**src/rtl/if_fetch_queue.sv**
```systemverilog
`default_nettype none
// ============================================================================
//  Module   : if_fetch_queue
//  Brief    : Instruction-fetch stage with a DEPTH-entry prefetch queue.
//             Owns the fetch PC, issues sequential requests to a fixed
//             1-cycle-latency instruction memory, buffers {instr, pc} pairs
//             and hands them to decode over a valid/ready handshake.
//             A redirect flushes the queue and kills the in-flight fetch.
//  Revision : 1.0 - initial release
// ============================================================================
module if_fetch_queue #(
  parameter int                 PC_W      = 16,
  parameter int                 INSTR_W   = 32,
  parameter int                 DEPTH     = 4,
  parameter int                 PC_STEP   = 4,
  parameter logic [PC_W-1:0]    RESET_PC  = '0,
  parameter logic [INSTR_W-1:0] NOP_INSTR = 32'h0000_0013
) (
  input  logic                       clk,
  input  logic                       reset,
  input  logic                       redirect,
  input  logic [PC_W-1:0]            redirect_pc,
  input  logic                       hold_fetch,
  output logic                       imem_req,
  output logic [PC_W-1:0]            imem_addr,
  input  logic [INSTR_W-1:0]         imem_rdata,
  output logic [INSTR_W-1:0]         instr_D,
  output logic [PC_W-1:0]            pc_D,
  output logic                       instr_valid_D,
  input  logic                       instr_ready_D,
  output logic [$clog2(DEPTH+1)-1:0] count
);

  localparam int CNT_W = $clog2(DEPTH + 1);
  localparam int PTR_W = $clog2(DEPTH);
  // Occupancy plus in-flight credit needs one extra bit to avoid overflow.
  localparam logic [CNT_W:0] CREDIT_LIMIT = (CNT_W + 1)'(DEPTH);
  localparam logic [PC_W-1:0] PC_INC      = PC_W'(PC_STEP);

  // Fetch-side state
  logic [PC_W-1:0]    fetch_pc;
  logic               inflight_valid;
  logic [PC_W-1:0]    inflight_pc;

  // Queue storage and bookkeeping
  logic [INSTR_W-1:0] fifo_instr [DEPTH];
  logic [PC_W-1:0]    fifo_pc    [DEPTH];
  logic [PTR_W-1:0]   rd_ptr;
  logic [PTR_W-1:0]   wr_ptr;

  // Handshake/control wires
  logic [CNT_W:0]     occupancy;
  logic               queue_nonempty;
  logic               push;
  logic               pop;

  // The credit check ignores a same-cycle pop: an issued request always has
  // a guaranteed slot, so the queue can never be pushed while full.
  always_comb begin
    occupancy = {1'b0, count} + (CNT_W + 1)'(inflight_valid);
    imem_req  = !reset && !redirect && !hold_fetch && (occupancy < CREDIT_LIMIT);
    imem_addr = fetch_pc;
  end

  // Push the returning word unless a redirect kills it; pops are ignored
  // while a redirect flushes the queue.
  always_comb begin
    queue_nonempty = (count != '0);
    push           = inflight_valid && !redirect;
    pop            = queue_nonempty && instr_ready_D && !redirect;
  end

  // Head-of-queue presentation; a NOP bubble is shown while empty or in reset.
  always_comb begin
    instr_valid_D = !reset && queue_nonempty;
    instr_D       = NOP_INSTR;
    pc_D          = '0;
    if (instr_valid_D) begin
      instr_D = fifo_instr[rd_ptr];
      pc_D    = fifo_pc[rd_ptr];
    end
  end

  // Fetch PC and in-flight tracking; redirect reloads the PC even under hold.
  always_ff @(posedge clk) begin
    if (reset) begin
      fetch_pc       <= RESET_PC;
      inflight_valid <= 1'b0;
      inflight_pc    <= '0;
    end else if (redirect) begin
      fetch_pc       <= redirect_pc;
      inflight_valid <= 1'b0;
    end else if (imem_req) begin
      fetch_pc       <= fetch_pc + PC_INC;
      inflight_pc    <= fetch_pc;
      inflight_valid <= 1'b1;
    end else begin
      inflight_valid <= 1'b0;
    end
  end

  // Queue storage write; contents need no reset since count gates visibility.
  always_ff @(posedge clk) begin
    if (!reset && push) begin
      fifo_instr[wr_ptr] <= imem_rdata;
      fifo_pc[wr_ptr]    <= inflight_pc;
    end
  end

  // Pointer and occupancy update; pointers wrap naturally at DEPTH (power of 2).
  always_ff @(posedge clk) begin
    if (reset || redirect) begin
      rd_ptr <= '0;
      wr_ptr <= '0;
      count  <= '0;
    end else begin
      if (push) begin
        wr_ptr <= wr_ptr + 1'b1;
      end
      if (pop) begin
        rd_ptr <= rd_ptr + 1'b1;
      end
      case ({push, pop})
        2'b10:   count <= count + 1'b1;
        2'b01:   count <= count - 1'b1;
        default: count <= count;
      endcase
    end
  end

endmodule
`default_nettype wire

```
**config.mk**
```make
export PLATFORM = sky130hd
export DESIGN_NAME = if_fetch_queue
export DESIGN_NICKNAME = d
export VERILOG_FILES = /design/src/rtl/if_fetch_queue.sv
export SDC_FILE = /design/constraint.sdc
export NUM_CORES = 1
export LEC_CHECK = 0
export CORE_UTILIZATION = 32
export CTS_CLUSTER_DIAMETER = 40
export DETAILED_ROUTE_END_ITERATION = 10
export MAX_ROUTING_LAYER = met4
export PLACE_DENSITY = 0.51
export SLEW_MARGIN = 20
export SYNTH_ARGS = -nofsm -noshare
export SYNTH_HDL_FRONTEND = slang
export SYNTH_SLANG_ARGS = --single-unit
```
**constraint.sdc**
```tcl
create_clock -name clk -period 2.1 [get_ports clk]
set_clock_uncertainty 0.1 [all_clocks]
set_input_delay 0.21 -clock clk [delete_from_list [all_inputs] [get_ports clk]]
set_output_delay 0.21 -clock clk [all_outputs]
set_load 0.03 [all_outputs]
```
# Word-level counts from Yosys, hierarchy flattened
# Memory sizes are Yosys's and may differ from the RTL's. A register that Yosys moved wholly into a read port is not among the register bits.
# Cells that the tools add are included.
op_classes:
  n_shift: 0
  muxes: 12
  n_div: 0
  n_lt_le_gt_ge: 1
  bitwise: 1
  reduce_logical: 17
  eq_ne: 2
  add_sub_neg: 6
  n_mul: 0
ops:
  columns: ["cell", "n"]
  rows:
  - ["$mux W16", 3]
  - ["$mux W32", 1]
  - ["$add A16 B3 Y16 const B", 1]
  - ["$logic_and A1 B1 Y1", 8]
  - ["$mux W2", 4]
  - ["$pmux W3 S2", 1]
  - ["$add A2 B1 Y2 const B", 2]
  - ["$add A3 B1 Y4", 1]
  - ["$lt A4 B3 Y1 const B", 1]
  - ["$reduce_bool A2 Y1", 2]
  - ["$add A3 B1 Y3 const B", 1]
  - ["$logic_not A1 Y1", 3]
  - ["$mux W1", 3]
  - ["$reduce_bool A3 Y1", 1]
  - ["$sub A3 B1 Y3 const B", 1]
  - ["$eq A2 B1 Y1 const B", 1]
  - ["$eq A2 B2 Y1 const B", 1]
  - ["$reduce_and A2 Y1", 1]
  - ["$reduce_or A2 Y1", 1]
  - ["$logic_or A1 B1 Y1", 1]
  - ["$not A1 Y1", 1]
word_totals:
  n_memories: 2
  mem_bits_rw: 192
  word_cells: 47
  latch_bits: 0
  rom_bits: 0
  out_inout_bits: 69
  regBits: 40
memory_table:
  columns: ["memory", "words", "word_bits", "read_ports", "rd_ports_with_merged_regs", "wr", "line", "text"]
  rows:
  - ["fifo_instr", 4, 32, 1, 1, 1, "46", "logic [INSTR_W-1:0] fifo_instr [DEPTH];"]
  - ["fifo_pc", 4, 16, 1, 1, 1, "47", "logic [PC_W-1:0] fifo_pc [DEPTH];"]

# Depth between registers and ports, before layout
# Gate-level depths: netlist (run 1).
logic_depth:
  ltp_word: 6
  ltp_mapped: 9
  depth_no_buf: 8

# Least setup slack after synthesis (run 1)
# No wires, ideal clock.
synth_path:
  path_kind: "register -> register"
  startpoint: "reg count[2]"
  endpoint: "reg count[2]"
  n_path_buf: 0
  path_stages_with_launch: 9
  setup_slack_ps: -326
  setup_ps: 70
  arrival_time_ps: 2256
  cell_sequence: "dfxtp_1 -> nor3_1 -> nor3b_1 -> ha_1 -> inv_1 -> fa_1 -> xor2_1 -> or3_1 -> a21oi_1"
synth_between:
  elab_chain_len: 5
synth_rtl:
  columns: ["element", "line", "text"]
  rows:
  - ["start: declaration", "31", "output logic [$clog2(DEPTH+1)-1:0] count"]
  - ["start signal: assignment", "124", "2'b10: count <= count + 1'b1;"]
  - ["start signal: assignment", "125", "2'b01: count <= count - 1'b1;"]
  - ["start signal: assignment", "126", "default: count <= count;"]
  - ["$reduce_bool A3 Y1 (*)", "68", "queue_nonempty = (count != '0);"]
  - ["$logic_and A1 B1 Y1 (*) (2 in series)", "70", "pop = queue_nonempty && instr_ready_D && !redirect;"]
  - ["named net pop", "55", "logic pop;"]
  - ["$eq A2 B1 Y1 / $eq A2 B2 Y1 (equally long branches)", "123", "case ({push, pop})"]
  - ["$pmux W3 S2 / $reduce_bool A2 Y1 (equally long branches)", null, null]
# Mark *: on every way through the listed nets, which the timed path passes. The rest lies on a longest branch.
# A chain may end at the register's enable or synchronous reset.

==> run_results.csv, run 1 <==
group,metric,value,unit
cts,cts_buffer_depth,3,
power,finalPower,10.9,mW
timing,fin_crit,2.39,ns
timing,fin_crit_sh,114,%
timing,finalMaxSlewViolations,0,
logic_synthesis,syn_nets,601,
cts,cts_tree,"done",
floorplan,core,28000,um^2
placed_design,io_buffers,121,
floorplan,dieArea,29400,um^2
timing,tightest_slew,0.485,ns
floorplan,die_x,171,um
floorplan,initial_core_util,32.8,%
setup_path,reg2reg_depth,8,
logic_synthesis,yosys.cell_types.count,45,
cells_and_area,synthToLayoutAreaGrowth,42.2,%
worst_hold_path,hold_end,"imem_addr[7]",
global_routing,track_usage,14.9,%
routing,met1Wirelength,8930,um
cells_and_area,diodes,0,
timing,hold_viol_final,0,
logic_synthesis,yosysSeqAreaShare,71.9,%
routing,post_drt_via_cell_ratio,4.77,
cells_and_area,fill_cells,2419,
cts,clockRootBuffer,"clkbuf_16",
cts,clkSinkCount,234,
floorplan,die_h,171,um
worst_hold_path,whs_path_depth,3,
setup_path,worst_ep_required_time,1.79,ns
cells_and_area,multi_input_area,2590,um^2
routing,antenna_left,0,
worst_hold_path,worstHoldStart,"redirect_pc[7]",
cts,clk_pin_slew,0.05,ns
floorplan,ios,122,
routing,drtIter0Drc,311,
routing,wl_per_cell,18.3,um
cells_and_area,layout_common_cells,"edfxtp_1 (192), clkdlybuf4s50_1 (67), mux4_2 (48)",
placed_design,dp_hpwl,12900,um
logic_synthesis,syn_inst,541,
logic_synthesis,yosysWarnings,0,
logic_synthesis,synth_top_area_share,62.7,%
floorplan,core.rowCount,61,
cts,worstSkewPairLatency,0.49,ns
cells_and_area,layout-drive-gt1-share,37.4,%
placed_design,gp_congestion,0.842,
setup_path,critPathMaxFanout,5,
setup_path,crit_arrival,2.08,ns
routing,routed-wl-met3,1050,um
global_routing,grt_max_degree,40,
setup_path,r2r-start,"count[0]",
run_status,violations,"setup timing",
global_routing,grt_antenna_before_repair,0,
routing,top_layer_used,"met4",
global_routing,grt_overflow_total,0,
logic_synthesis,avgSynthCellArea,17.0,um^2
cts,htreeDepth,2,
power,power.density,836,nW/um^2
placed_design,placed_cell_area,11300,um^2
job,cap_violations,0,
routing,firstDrtPassIters,4,
placed_design,post-place-ws,-0.433,ns
cts,numCtsBuffers,34,
timing,slew_headroom,67.6,%
power,p_leak,4.42,nW
cells_and_area,layout_commonest_cell,"edfxtp_1",
timing,setup_viol,48,
setup_path,critPathLaunchType,"flip-flop",
timing,whs,0.194,ns
timing,fin_ws,-0.289,ns
logic_synthesis,synth_top_cell_by_area,"edfxtp_1",
cells_and_area,fin_cells,1130,
cells_and_area,fin_area,13100,um^2
routing,wl,20700,um
routing,wl_met2,10300,um
worst_hold_path,hold_class,"primary input to flip-flop",
power,irDropWorstVdd,0.490,mV
global_routing,grt_pass1_wl,32200,um
setup_path,cp-end-kind,"primary output",
run_status,status,"complete, but fails checks",
routing,drc_errors,0,
logic_synthesis,synth_seq_cells,234,
timing,rsz0062_at_grt,"true",
routing,vias,5394,
global_routing,first_global_vias,5766,
setup_path,criticalPathCategory,"flip-flop to primary output",
logic_synthesis,synthesis.area,9190,um^2
cells_and_area,regArea,6620,um^2
setup_path,worstReg2RegEnd,"count[2]",
cells_and_area,nets,790,
timing,fmax,419,MHz
setup_path,reg2reg_slack,0.01,ns
placed_design,dp_cells,1055,
logic_synthesis,synthTopCellsByArea,"edfxtp_1 (63%), mux4_2 (12%), dfxtp_1 (9.1%)",
-- flip-flops by register name (all words and copies together) (netlist names), named ones only --
register        flops
count               3
fifo_pc            64
imem_addr          16
fifo_instr        128
wr_ptr              2
rd_ptr              2
inflight_pc        16
inflight_valid      1
-- synthesized netlist by cell type (all sizes together) --
master and number:
nor3 4, and4 3, a32oi 1, or3 7
ha 6, nor4bb 1, o31a 1, and3 9
a2111oi 1, nand2b 2, xnor2 3, clkbuf 18
or2 1, or4 1, edfxtp 192, and2 45
a21oi 24, o22ai 2, a22oi 3, a41oi 1
a311o 1, nor2b 4, mux4 48, fa 1
nand3 11, nor4 1, nor2 14, buf 10
o21bai 1, a31oi 7, mux2i 4, xor2 2
nand3b 5, nand4 5, nor3b 1, o211ai 2
inv 10, nand2 42, dfxtp 42, o21ai 3
mux2 2
-- power by group --
group / total (mW) / switching (mW) / leakage [nW] / internal, mW
Clock: 5.43 / 2.04 / 0.545 / 3.39
Combinational: 0.410 / 0.194 / 1.84 / 0.217
Sequential: 5.09 / 0.0471 / 2.03 / 5.04
Total: 10.9 / 2.28 / 4.42 / 8.65
-- worst max-delay path by stage --
stage | startpoint | endpoint | slack (ns) | depth (start not counted)
final | flip-flop | instr_D[1] | -0.29 | 4
after global placement | redirect | count[2] | -0.22 | 8
after global routing | flip-flop | instr_D[1] | -0.34 | 4
after detailed placement | redirect | count[2] | -0.43 | 8
after CTS | flip-flop | pc_D[13] | -0.31 | 5
after floorplan | count[2] | count[2] | -0.16 | 8
-- metrics by stage --
step | util, % | setup TNS [ns]
finish | 46.7 | -9.91
global route | 46.7 | -13.05
floorplan | - | -0.162
detailed placement | 40.4 | -7.00
global placement | 40.4 | -2.25
CTS | 46.3 | -11.07
-- cells by family (layout without fill, tap and decap cells) --
| family | count (synthesis) | count (layout) | synth area share [%] |
|---|---|---|---|
| AO/OA/AOI/OAI | 47 | 47 | 3.08 |
| XOR/XNOR | 5 | 5 | 0.477 |
| buffers and inverters | 38 | 249 | 1.74 |
| multiplexers | 54 | 54 | 12.4 |
| adder cells (fa/ha/maj) | 7 | 7 | 1.03 |
| flip-flops | 234 | 234 | 71.9 |
| AND/OR/NAND/NOR | 156 | 156 | 9.35 |
-- critical path: stages (launching register included) --
cell,delay (ns)
dfxtp_4,0.43
buf_12,0.16
mux4_2,0.51
or3_4,0.34
buf_6,0.14
-- metal layers --
metal  vias to the layer above  global-route usage [%]
met5                         -                       -
met4                         0                    4.39
met3                        31                    3.36
met2                       157                    24.5
met1                      2722                    18.5
li1                       2484                       -
-- repair_timing --
item	4_1_cts	5_1_grt
resized for setup	116	17
pin swaps	30	15
setup buffers	7	4
hold buffers	0	0
endpoints found under the setup margin	50	54
gates cloned	5	1
-- layout make-up --
| type | instances | area share, % |
|---|---|---|
| clock buffers | 40 | 7.25 |
| clock inverters | 18 | 1.23 |
| inverters | 10 | 0.325 |
| multi-input cells | 269 | 19.8 |
| flip-flops and latches | 234 | 50.6 |
| well taps | 378 | 3.62 |
| repair buffers | 181 | 17.1 |
Note: power is estimated with default switching activity, not from simulation.
==> inputs of run 2 (changes only) <==
Settings changed: CAP_MARGIN set to 40.
==> results of run 2 <==
No change in the layout: final DEF, timing and power equal those of run 1.
